## src/rtl/edge_pkg.sv

```systemverilog
// Shared edge-selection encodings for the edge detector and the UART RX block.
// The mode field is 2 bits per channel: 00 off, 01 rise, 10 fall, 11 both.
package edge_pkg;

   localparam logic [1:0] EDGE_OFF  = 2'b00;
   localparam logic [1:0] EDGE_RISE = 2'b01;
   localparam logic [1:0] EDGE_FALL = 2'b10;
   localparam logic [1:0] EDGE_BOTH = 2'b11;

   // True when a transition to new_level is one the selected mode reports.
   function automatic logic edge_match(input logic [1:0] mode, input logic new_level);
      logic hit;
      hit = 1'b0;
      case (mode)
         EDGE_OFF:  hit = 1'b0;
         EDGE_RISE: hit = new_level;
         EDGE_FALL: hit = ~new_level;
         EDGE_BOTH: hit = 1'b1;
         default:   hit = 1'b0;
      endcase
      return hit;
   endfunction

endpackage

```

## src/rtl/edge_chan.sv

```systemverilog
// Single edge-detector channel: synchroniser chain, optional glitch filter,
// edge-type qualification, one-cycle pulse and sticky flag.
// Optional glitch filter is built only when MULTI_EDGE_FILTER_EN is defined;
// otherwise the filtered level simply follows the synchroniser output.
module edge_chan
   import edge_pkg::*;
#(
   parameter int unsigned SYNC_STAGES = 2,
   parameter int unsigned FILT_LEN    = 4,
   parameter logic        RST_LEVEL   = 1'b1
) (
   input  logic       clk_i,
   input  logic       rst_ni,
   input  logic       pin_i,
   input  logic [1:0] mode_i,
   input  logic       flag_clr_i,
   output logic       level_o,
   output logic       pulse_o,
   output logic       rise_o,
   output logic       flag_o
);

   logic [SYNC_STAGES-1:0] sync_q;
   logic                   sync_lvl;
   logic                   level_q, level_d;
   logic                   upd;
   logic                   pulse_q, pulse_d;
   logic                   rise_q, rise_d;
   logic                   flag_q, flag_d;

   assign sync_lvl = sync_q[SYNC_STAGES-1];

   // Metastability chain: plain shift register, last stage feeds the filter.
   always_ff @(posedge clk_i or negedge rst_ni) begin
      if (!rst_ni) begin
         sync_q <= {SYNC_STAGES{RST_LEVEL}};
      end else begin
         sync_q <= {sync_q[SYNC_STAGES-2:0], pin_i};
      end
   end

`ifdef MULTI_EDGE_FILTER_EN
   localparam int unsigned    CNT_W    = (FILT_LEN > 1) ? $clog2(FILT_LEN) : 1;
   localparam logic [CNT_W-1:0] CNT_LAST = CNT_W'(FILT_LEN - 1);

   logic [CNT_W-1:0] cnt_q, cnt_d;

   // Accept a new level only after it has been stable for FILT_LEN cycles;
   // any return to the current level discards the pending change.
   always_comb begin
      cnt_d   = '0;
      level_d = level_q;
      upd     = 1'b0;
      if (sync_lvl != level_q) begin
         if (cnt_q == CNT_LAST) begin
            level_d = sync_lvl;
            upd     = 1'b1;
         end else begin
            cnt_d = cnt_q + 1'b1;
         end
      end
   end

   // Stability counter state.
   always_ff @(posedge clk_i or negedge rst_ni) begin
      if (!rst_ni) begin
         cnt_q <= '0;
      end else begin
         cnt_q <= cnt_d;
      end
   end
`else
   logic [31:0] unused_filt_len;
   assign unused_filt_len = FILT_LEN;

   // Without the filter the level tracks the synchroniser every cycle.
   always_comb begin
      level_d = sync_lvl;
      upd     = (sync_lvl != level_q);
   end
`endif

   // Pulse on accepted transitions the mode selects; sticky flag set wins over clear.
   always_comb begin
      pulse_d = upd & edge_match(mode_i, level_d);
      rise_d  = level_d;
      flag_d  = pulse_q | (flag_q & ~flag_clr_i);
   end

   // Output registers: level, pulse, edge direction and sticky flag.
   always_ff @(posedge clk_i or negedge rst_ni) begin
      if (!rst_ni) begin
         level_q <= RST_LEVEL;
         pulse_q <= 1'b0;
         rise_q  <= 1'b0;
         flag_q  <= 1'b0;
      end else begin
         level_q <= level_d;
         pulse_q <= pulse_d;
         rise_q  <= rise_d;
         flag_q  <= flag_d;
      end
   end

   assign level_o = level_q;
   assign pulse_o = pulse_q;
   assign rise_o  = rise_q;
   assign flag_o  = flag_q;

endmodule

```

## src/rtl/multi_edge_detect.sv

```systemverilog
// Multi-channel edge detector between raw pins and the UART RX / control logic.
// A falling-edge pulse on an RX line serves as the start-bit trigger.
// Build option: define MULTI_EDGE_FILTER_EN to include the per-channel glitch filter.
module multi_edge_detect
   import edge_pkg::*;
#(
   parameter int unsigned N_CH        = 4,
   parameter int unsigned SYNC_STAGES = 2,
   parameter int unsigned FILT_LEN    = 4,
   parameter logic        RST_LEVEL   = 1'b1
) (
   input  logic              clk,
   input  logic              rst_n,
   input  logic [N_CH-1:0]   pin_in,
   input  logic [2*N_CH-1:0] mode,
   input  logic [N_CH-1:0]   flag_clr,
   output logic [N_CH-1:0]   level_out,
   output logic [N_CH-1:0]   edge_pulse,
   output logic [N_CH-1:0]   edge_rise,
   output logic [N_CH-1:0]   edge_flag,
   output logic              irq
);

   for (genvar i = 0; i < N_CH; i++) begin : g_chan
      edge_chan #(
         .SYNC_STAGES (SYNC_STAGES),
         .FILT_LEN    (FILT_LEN),
         .RST_LEVEL   (RST_LEVEL)
      ) u_chan (
         .clk_i      (clk),
         .rst_ni     (rst_n),
         .pin_i      (pin_in[i]),
         .mode_i     (mode[2*i +: 2]),
         .flag_clr_i (flag_clr[i]),
         .level_o    (level_out[i]),
         .pulse_o    (edge_pulse[i]),
         .rise_o     (edge_rise[i]),
         .flag_o     (edge_flag[i])
      );
   end

   assign irq = |edge_flag;

endmodule

```

## config.mk

```make
export PLATFORM = sky130hd
export DESIGN_NAME = multi_edge_detect
export DESIGN_NICKNAME = d
export VERILOG_FILES = /design/src/rtl/edge_pkg.sv /design/src/rtl/edge_chan.sv /design/src/rtl/multi_edge_detect.sv
export SDC_FILE = /design/constraint.sdc
export NUM_CORES = 1
export LEC_CHECK = 0
export CORE_UTILIZATION = 41
export DETAILED_ROUTE_END_ITERATION = 8
export GPL_ROUTABILITY_DRIVEN = 0
export GPL_TIMING_DRIVEN = 1
export PLACE_DENSITY = 0.77
export SLEW_MARGIN = 25
export SYNTH_ARGS = -nofsm -noshare
export SYNTH_HDL_FRONTEND = slang
export SYNTH_SLANG_ARGS = --single-unit
```

## constraint.sdc

```tcl
create_clock -name clk -period 1.1 [get_ports clk]
set_input_delay 0.11 -clock clk [delete_from_list [all_inputs] [get_ports clk]]
set_output_delay 0.11 -clock clk [all_outputs]
set_load 0.02 [all_outputs]
```

* Yosys cells after proc, flatten, opt, wreduce, memory -nomap -nowiden
Cells that the tools add are included.
Cells by class: bitwise gates (word level) 20, reductions and logical operators 5, multiplexer cells 4, eq/ne operators 16
Operators with widths (number):
- $eq A2 B2 Y1 const B | 8
- $pmux W1 S4 | 4
- $and A1 B1 Y1 | 8
- $eq A2 B1 Y1 const B | 4
- $logic_not A2 Y1 | 4
- $not A1 Y1 | 8
- $ne A1 B1 Y1 | 4
- $or A1 B1 Y1 | 4
- $reduce_or A4 Y1 | 1
Storage, ports and cells: logic and storage cells 65, output and inout port bits 17, bits in registers 24

* Logic depth before layout (Yosys ltp)
Gate-level depths: netlist (run 1).
depth after elaboration 3, mapped depth 2, gate-level depth less buffers 2

* Cells and area by module
From an unflattened synthesis (run 1), not the netlist that was laid out.
Unflattened totals: cells, all modules 45, area total of the unflattened synthesis 748.2 um^2
Modules (own cells, without submodules):
- edge_chan | seq. area each 153.9 um^2, cells an instance 11, instances 4, area each 185.2 um^2
- multi_edge_detect | seq. area each 0.0 um^2, cells an instance 1, instances 1, area each 7.5 um^2

* Least setup slack after synthesis (run 1)
No wires, ideal clock.
path type reg2out, start point register g_chan[1].u_chan.flag_q, end point output port irq, required time 0.990 ns, data arrival time 0.997 ns, stages on the path, launching flop included 2, setup slack -0.007 ns, path through dfrtp_1 > or4_1
On the way: longest elaborated chain between the ends 1
Ends and longest elaborated chain:
- start, declared | RTL line edge_chan.sv:29 | logic flag_q, flag_d;
- start signal, assigned | RTL line edge_chan.sv:101 | flag_q <= flag_d;
- $reduce_or A4 Y1 | RTL line multi_edge_detect.sv:42 | assign irq = |edge_flag;
- end, declared | RTL line multi_edge_detect.sv:21 | output logic irq
No other way between the ends.

* Worst setup path after layout (run 1)
Same ends and word-level chain as after synthesis.

==> results of run 1 <==
==> area by class of cell <==
cell class | count | area (µm²)
timing repair buffer | 43 | 405
inverter | 4 | 15.0
sequential | 24 | 616
multi-input combinational | 17 | 108
tap | 27 | 33.8
fill | 173 | 748
clock buffer | 4 | 36.3
==> synth_stat cells <==
cell type,instances,area (µm²)
or4_1,1,7.51
a21o_1,3,22.5
buf_4,16,120
dfstp_2,12,315
o21ai_0,4,20.0
nand3b_1,4,30.0
nand2_1,4,15.0
inv_1,4,15.0
dfrtp_1,12,300
a21o_2,1,8.76
==> flip-flops by register name, indices dropped and copies added (netlist names) <==
register               count
g_chan.u_chan.level_o      4
g_chan.u_chan.pulse_o      4
g_chan.u_chan.sync_q       8
g_chan.u_chan.rise_o       4
g_chan.u_chan.flag_o       4
==> routing by layer <==
layer	global-route usage	vias to the layer above	routed length, µm
met4	0.100	0	10
met1	0.152	256	528
met3	0.0226	2	83
met2	0.225	19	784
met5	0	-	0
li1	-	246	-
==> worst paths after layout <==
path                                             from                          to  slack [ns]
min in group clk                            pin_in[0]  g_chan[0].u_chan.sync_q[0]        0.19
max in group asynchronous                       rst_n    g_chan[3].u_chan.level_o        0.73
hold / removal                                  rst_n     g_chan[0].u_chan.flag_o        0.14
setup reg to reg             g_chan[1].u_chan.level_o    g_chan[1].u_chan.pulse_o        0.19
hold reg to reg            g_chan[3].u_chan.sync_q[0]  g_chan[3].u_chan.sync_q[1]        0.36
setup / recovery              g_chan[1].u_chan.flag_o                         irq       -0.39
==> cell families after synthesis <==
family / synth area share
compound gates: 0.0600
buf+inv: 0.158
flops: 0.720
simple gates: 0.0615
==> metrics by stage <==
| stage | hold WS (ns) | util | setup WS, ns | TNS, ns |
|---|---|---|---|---|
| 3_5_place_dp | 0.347 | 0.592 | -0.441 | -1.13 |
| 5_1_grt | 0.150 | 0.619 | -0.443 | -0.572 |
| 4_1_cts | 0.151 | 0.628 | -0.397 | -0.397 |
| 6_report | 0.142 | 0.619 | -0.393 | -0.393 |
| 2_1_floorplan | -0.186 | - | 0.0497 | 0 |
| 3_3_place_gp | 0.346 | 0.592 | -0.421 | -0.987 |
==> timing repair <==
item,4_1_cts,5_1_grt
setup buffers,4,1
resized for setup,69,13
endpoints found under the setup margin,17,16
cloned,0,0
pin swaps,1,1
==> layout by cell type (no fill, tap or decap) <==
cell type	n
nand2_1	4
inv_1	4
dfstp_2	12
buf_2	2
o21ai_0	4
clkdlybuf4s15_2	1
clkbuf_4	3
or4_4	1
dfrtp_1	12
buf_12	1
clkdlybuf4s50_1	17
a21o_1	3
a21o_2	1
clkbuf_2	5
buf_4	6
buf_6	11
nand3b_1	4
clkbuf_8	1
==> power by group <==
group,internal (mW),switching [mW]
clock network,0.202,0.244
registers,0.956,0.0325
logic,0.181,0.130
==> run_results.csv, run 1 <==
group,metric,value,unit
run_status,status,"finished, violations left",
run_status,violations,"setup timing",
cts,htreeDepth,1,
placed_design,place_area,1160,µm²
pwr,leakage,0.577,nW
global_route,grt_overflow,0,
cts,clk_path_buf_depth,2,
finish,synthToLayoutAreaGrowth,42.0,%
global_route,grt.total_usage,0.133,
yosys,synth.distinct_cells,10,
floorplanning,start_util,0.436,
placed_design,dp_cells,111,
timing,clock.fmax,670,MHz
worst_setup_path,worst_r2r_path_depth,3,
timing,layout_setup_ws,-0.393,ns
placed_design,port-buffer-count,34,
global_route,antenna_found_initial,0,
cts,cts_tree,"built",
yosys,yosysWarnings,0,
cts,cts_hold_buf,0,
finish,antenna_cells,0,
pwr,power_density,1440,nW/µm²
worst_setup_path,path_delay_family,"simple AND/OR/NAND/NOR gates",
timing,worst_clock_skew,0.00775,ns
worst_setup_path,critical_path.endpoint_type,"primary output",
pwr,finalPower,1.75,mW
timing,fin_crit_sh,1.36,
cts,path_clk_slew,0.13,ns
worst_setup_path,path_cells,"or4_4, buf_6",
worst_setup_path,worstPathArrival,1.38,ns
finish,final_cells,119,
yosys,ys_seq_elements,24,
global_route,grt_max_degree,25,
global_route,grt_pass1_vias,499,
worst_setup_path,path_max_fanout,2,
drt,wl_per_cell,11.8,µm
finish,drive_gt1_frac,0.478,
cts,numCtsBuffers,3,
timing,setup_viol,1,
floorplanning,fp.dieW,47.7,µm
worst_setup_path,crit_cells,2,
drt,ant_nets,0,
global_route,grt_pass1_wl,1980,µm
flow_run,maxCapViolCount,0,
timing,worstMarginPinSlew,0.164,ns
yosys,ys_seq_area_frac,0.720,
timing,period_needed,1.49,ns
floorplanning,die_y,47.7,µm
pwr,ir_drop,1210,µV
worst_setup_path,cp_num_buf_inv,1,
floorplanning,pin_count,35,
drt,via_per_inst,4.39,
finish,postLayoutCellArea,1210,µm²
yosys,avgSynthCellArea,14.0,µm²
drt,firstDrtPassIters,2,
drt,drc,0,
worst_setup_path,critPathKind,"reg -> out",
yosys,syn_inst,61,
timing,hold_viol_final,0,
floorplanning,core,1960,µm²
cts,insertion_delay,0.30,ns
placed_design,hpwl,992,µm
floorplanning,rows,16,
drt,wl,1410,µm
yosys,synth_nets,79,
floorplanning,dieArea,2270,µm²
cts,numClockSinks,24,
timing,slew_violations,0,
worst_setup_path,crit_slowest_cell,"or4_4",
finish,final_nets,111,
drt,vias,523,
timing,rsz0062_at_grt,"true",
drt,drt_iter0_drc,2,
worst_setup_path,crit_required,0.99,ns
yosys,synth_area,855,µm²
worst_setup_path,startpoint_type,"flop",
cts,cts-root-buf,"clkbuf_4",
timing,slew_headroom,0.890,
hold_path,hold_path.class,"in -> async",
worst_setup_path,max_stage_delay,0.54,ns
No activity file was read; power rests on OpenSTA's default activity.
==> inputs of run 2 (changes only) <==
--- a/config.mk
+++ b/config.mk
@@ -10,6 +10,7 @@
 export GPL_ROUTABILITY_DRIVEN = 0
 export GPL_TIMING_DRIVEN = 1
 export PLACE_DENSITY = 0.77
+export SETUP_SLACK_MARGIN = 0.15
 export SLEW_MARGIN = 25
 export SYNTH_ARGS = -nofsm -noshare
 export SYNTH_HDL_FRONTEND = slang
==> run 2 against run 1 <==
Net effect:
- the flow still finishes with violations (setup timing)
- die area stayed put
- power rose by 5.3%
- hold slack worse by 0.0092 ns
- design area grew 9.5%
- via count grew 5.7%
- clock skew fell by 0.0033 ns
- maximum frequency fell by 1.2%
- wire length rose by 19%
- critical path depth is the same
- utilization rose by 5.9 points
- sequential power up 0.6%
- critical path type unchanged
- critical endpoint unchanged
==> run_results.csv, run 2 (synthesis gave the netlist of run 1 again) <==
group,metric,value,unit
floorplanning,fp.dieW,47.7,µm
worst_setup_path,worst_r2r_path_depth,4,
cts,clk_path_buf_depth,2,
drt,drt_iter0_drc,1,
worst_setup_path,critical_path.endpoint_type,"primary output",
finish,largest_reg_flops,8,
global_route,grt_pass1_wl,2210,µm
floorplanning,core,1960,µm²
worst_setup_path,crit_cells,2,
global_route,antenna_found_initial,0,
timing,slew_violations,0,
worst_setup_path,startpoint_type,"flop",
worst_setup_path,max_stage_delay,0.52,ns
timing,hold-worst-slack,0.133,ns
floorplanning,rows,16,
cts,cts_tree,"built",
worst_setup_path,critPathKind,"reg -> out",
timing,finalSetupTns,-0.865,ns
floorplanning,pin_count,35,
floorplanning,dieArea,2270,µm²
pwr,power_frac_seq,0.541,
drt,vias,553,
drt,wl_per_cell,13.3,µm
finish,filler_cell_count,151,
finish,fin_util,0.677,
hold_path,hold_path.class,"in -> async",
worst_setup_path,crit_required,0.99,ns
finish,layout_common_cells,"buf_6, clkdlybuf4s50_1, dfrtp_1, dfstp_2, buf_4",
finish,top_register,"g_chan.u_chan.sync_q",
timing,fin_crit_sh,1.37,
timing,period_needed,1.51,ns
pwr,switching_share,0.237,
worst_setup_path,crit_slowest_cell,"or4_4",
global_route,grt_pass1_vias,554,
run_status,violations,"setup timing",
cts,numClockSinks,24,
cts,path_clk_slew,0.12,ns
global_route,grt_max_degree,25,
timing,hold_viol_final,0,
timing,clock.fmax,662,MHz
run_status,status,"finished, violations left",
drt,firstDrtPassIters,2,
timing,worst_clock_skew,0.00442,ns
finish,final_nets,118,
floorplanning,die_y,47.7,µm
floorplanning,start_util,0.436,
pwr,switchingPower,435,µW
worst_setup_path,cp_num_buf_inv,1,
finish,postLayoutCellArea,1330,µm²
timing,worstMarginPinSlew,0.165,ns
drt,drc,0,
cts,cts-root-buf,"clkbuf_4",
global_route,grt_overflow,0,
drt,wl,1670,µm
pwr,ir_drop,1030,µV
worst_setup_path,worstPathArrival,1.40,ns
finish,layout_commonest_cell,"buf_6",
placed_design,port-buffer-count,34,
drt,via_per_inst,4.39,
worst_setup_path,path_max_fanout,2,
worst_setup_path,path_delay_family,"simple AND/OR/NAND/NOR gates",
pwr,leakage,0.632,nW
finish,antenna_cells,0,
flow_run,maxCapViolCount,0,
placed_design,place_area,1160,µm²
cts,insertion_delay,0.31,ns
placed_design,hpwl,1070,µm
global_route,grt.total_usage,0.151,
timing,setup_viol,5,
worst_setup_path,path_cells,"or4_4, buf_6",
worst_setup_path,ff2ff_setup_slack,0.06,ns
pwr,p_int,1.40,mW
finish,drive_gt1_frac,0.515,
finish,multi_input_area,108,µm²
finish,seq_area,616,µm²
pwr,power_density,1380,nW/µm²
timing,slew_headroom,0.889,
timing,layout_setup_ws,-0.411,ns
timing,rsz0062_at_grt,"true",
cts,numCtsBuffers,3,
pwr,clock_power_share,0.246,
finish,synthToLayoutAreaGrowth,55.5,%
drt,ant_nets,0,
pwr,p_comb_frac,0.213,
cts,htreeDepth,1,
-- run 2: cell types whose count changed in the layout (fill, tap and decap cells not counted), sizes merged --
| cell | change |
|---|---|
| buf | +13 |
| clkbuf | -5 |
| clkdlybuf4s15 | -1 |
-- run 2: routing by layer --
layer / vias up / global-route usage / wire [µm]
li1: 254 / - / -
met1: 273 / 0.159 / 659
met2: 22 / 0.268 / 886
met3: 4 / 0.0226 / 91
met4: 0 / 0.117 / 36
met5: - / 0 / 0
-- run 2: repair_timing --
| action | in CTS | in global routing |
|---|---|---|
| hold buffers | 0 | 0 |
| pin swaps | 1 | 2 |
| setup buffers | 8 | 3 |
| setup endpoints to repair | 17 | 18 |
| resized for setup | 108 | 2 |
-- run 2: path summary, 6_finish.rpt --
kind                                       startpoint                         end
min reg2reg                g_chan[3].u_chan.sync_q[0]  g_chan[3].u_chan.sync_q[1]
max                           g_chan[2].u_chan.flag_o                         irq
min in group clk                            pin_in[3]  g_chan[3].u_chan.sync_q[0]
max reg2reg                   g_chan[2].u_chan.flag_o     g_chan[2].u_chan.flag_o
min                                             rst_n    g_chan[0].u_chan.pulse_o
max in group asynchronous                       rst_n  g_chan[1].u_chan.sync_q[0]
-- run 2: layout make-up --
| cell class | count | share of cell area |
|---|---|---|
| clock buffers | 4 | 0.0273 |
| inverters | 4 | 0.0113 |
| multi-input cells | 17 | 0.0810 |
| flip-flops and latches | 24 | 0.463 |
| well taps | 27 | 0.0254 |
| repair buffers | 50 | 0.392 |
-- run 2: power by group through the flow --
stage | Combinational [mW] | Clock (mW) | Sequential, mW
2_1_floorplan | 0.153 | 0 | 0.997
3_3_place_gp | 0.295 | 0 | 0.998
3_5_place_dp | 0.303 | 0 | 1.00
4_1_cts | 0.368 | 0.470 | 0.994
5_1_grt | 0.415 | 0.497 | 1.00
6_report | 0.392 | 0.452 | 0.995
-- run 2: through the flow --
step / total power [mW] / setup slack, ns / cells
after floorplan: 1.15 / 0.0497 / 61
after global placement: 1.29 / -0.421 / 111
after detailed placement: 1.31 / -0.443 / 111
after CTS: 1.83 / -0.406 / 123
after global routing: 1.91 / -0.445 / 126
final: 1.84 / -0.411 / 126
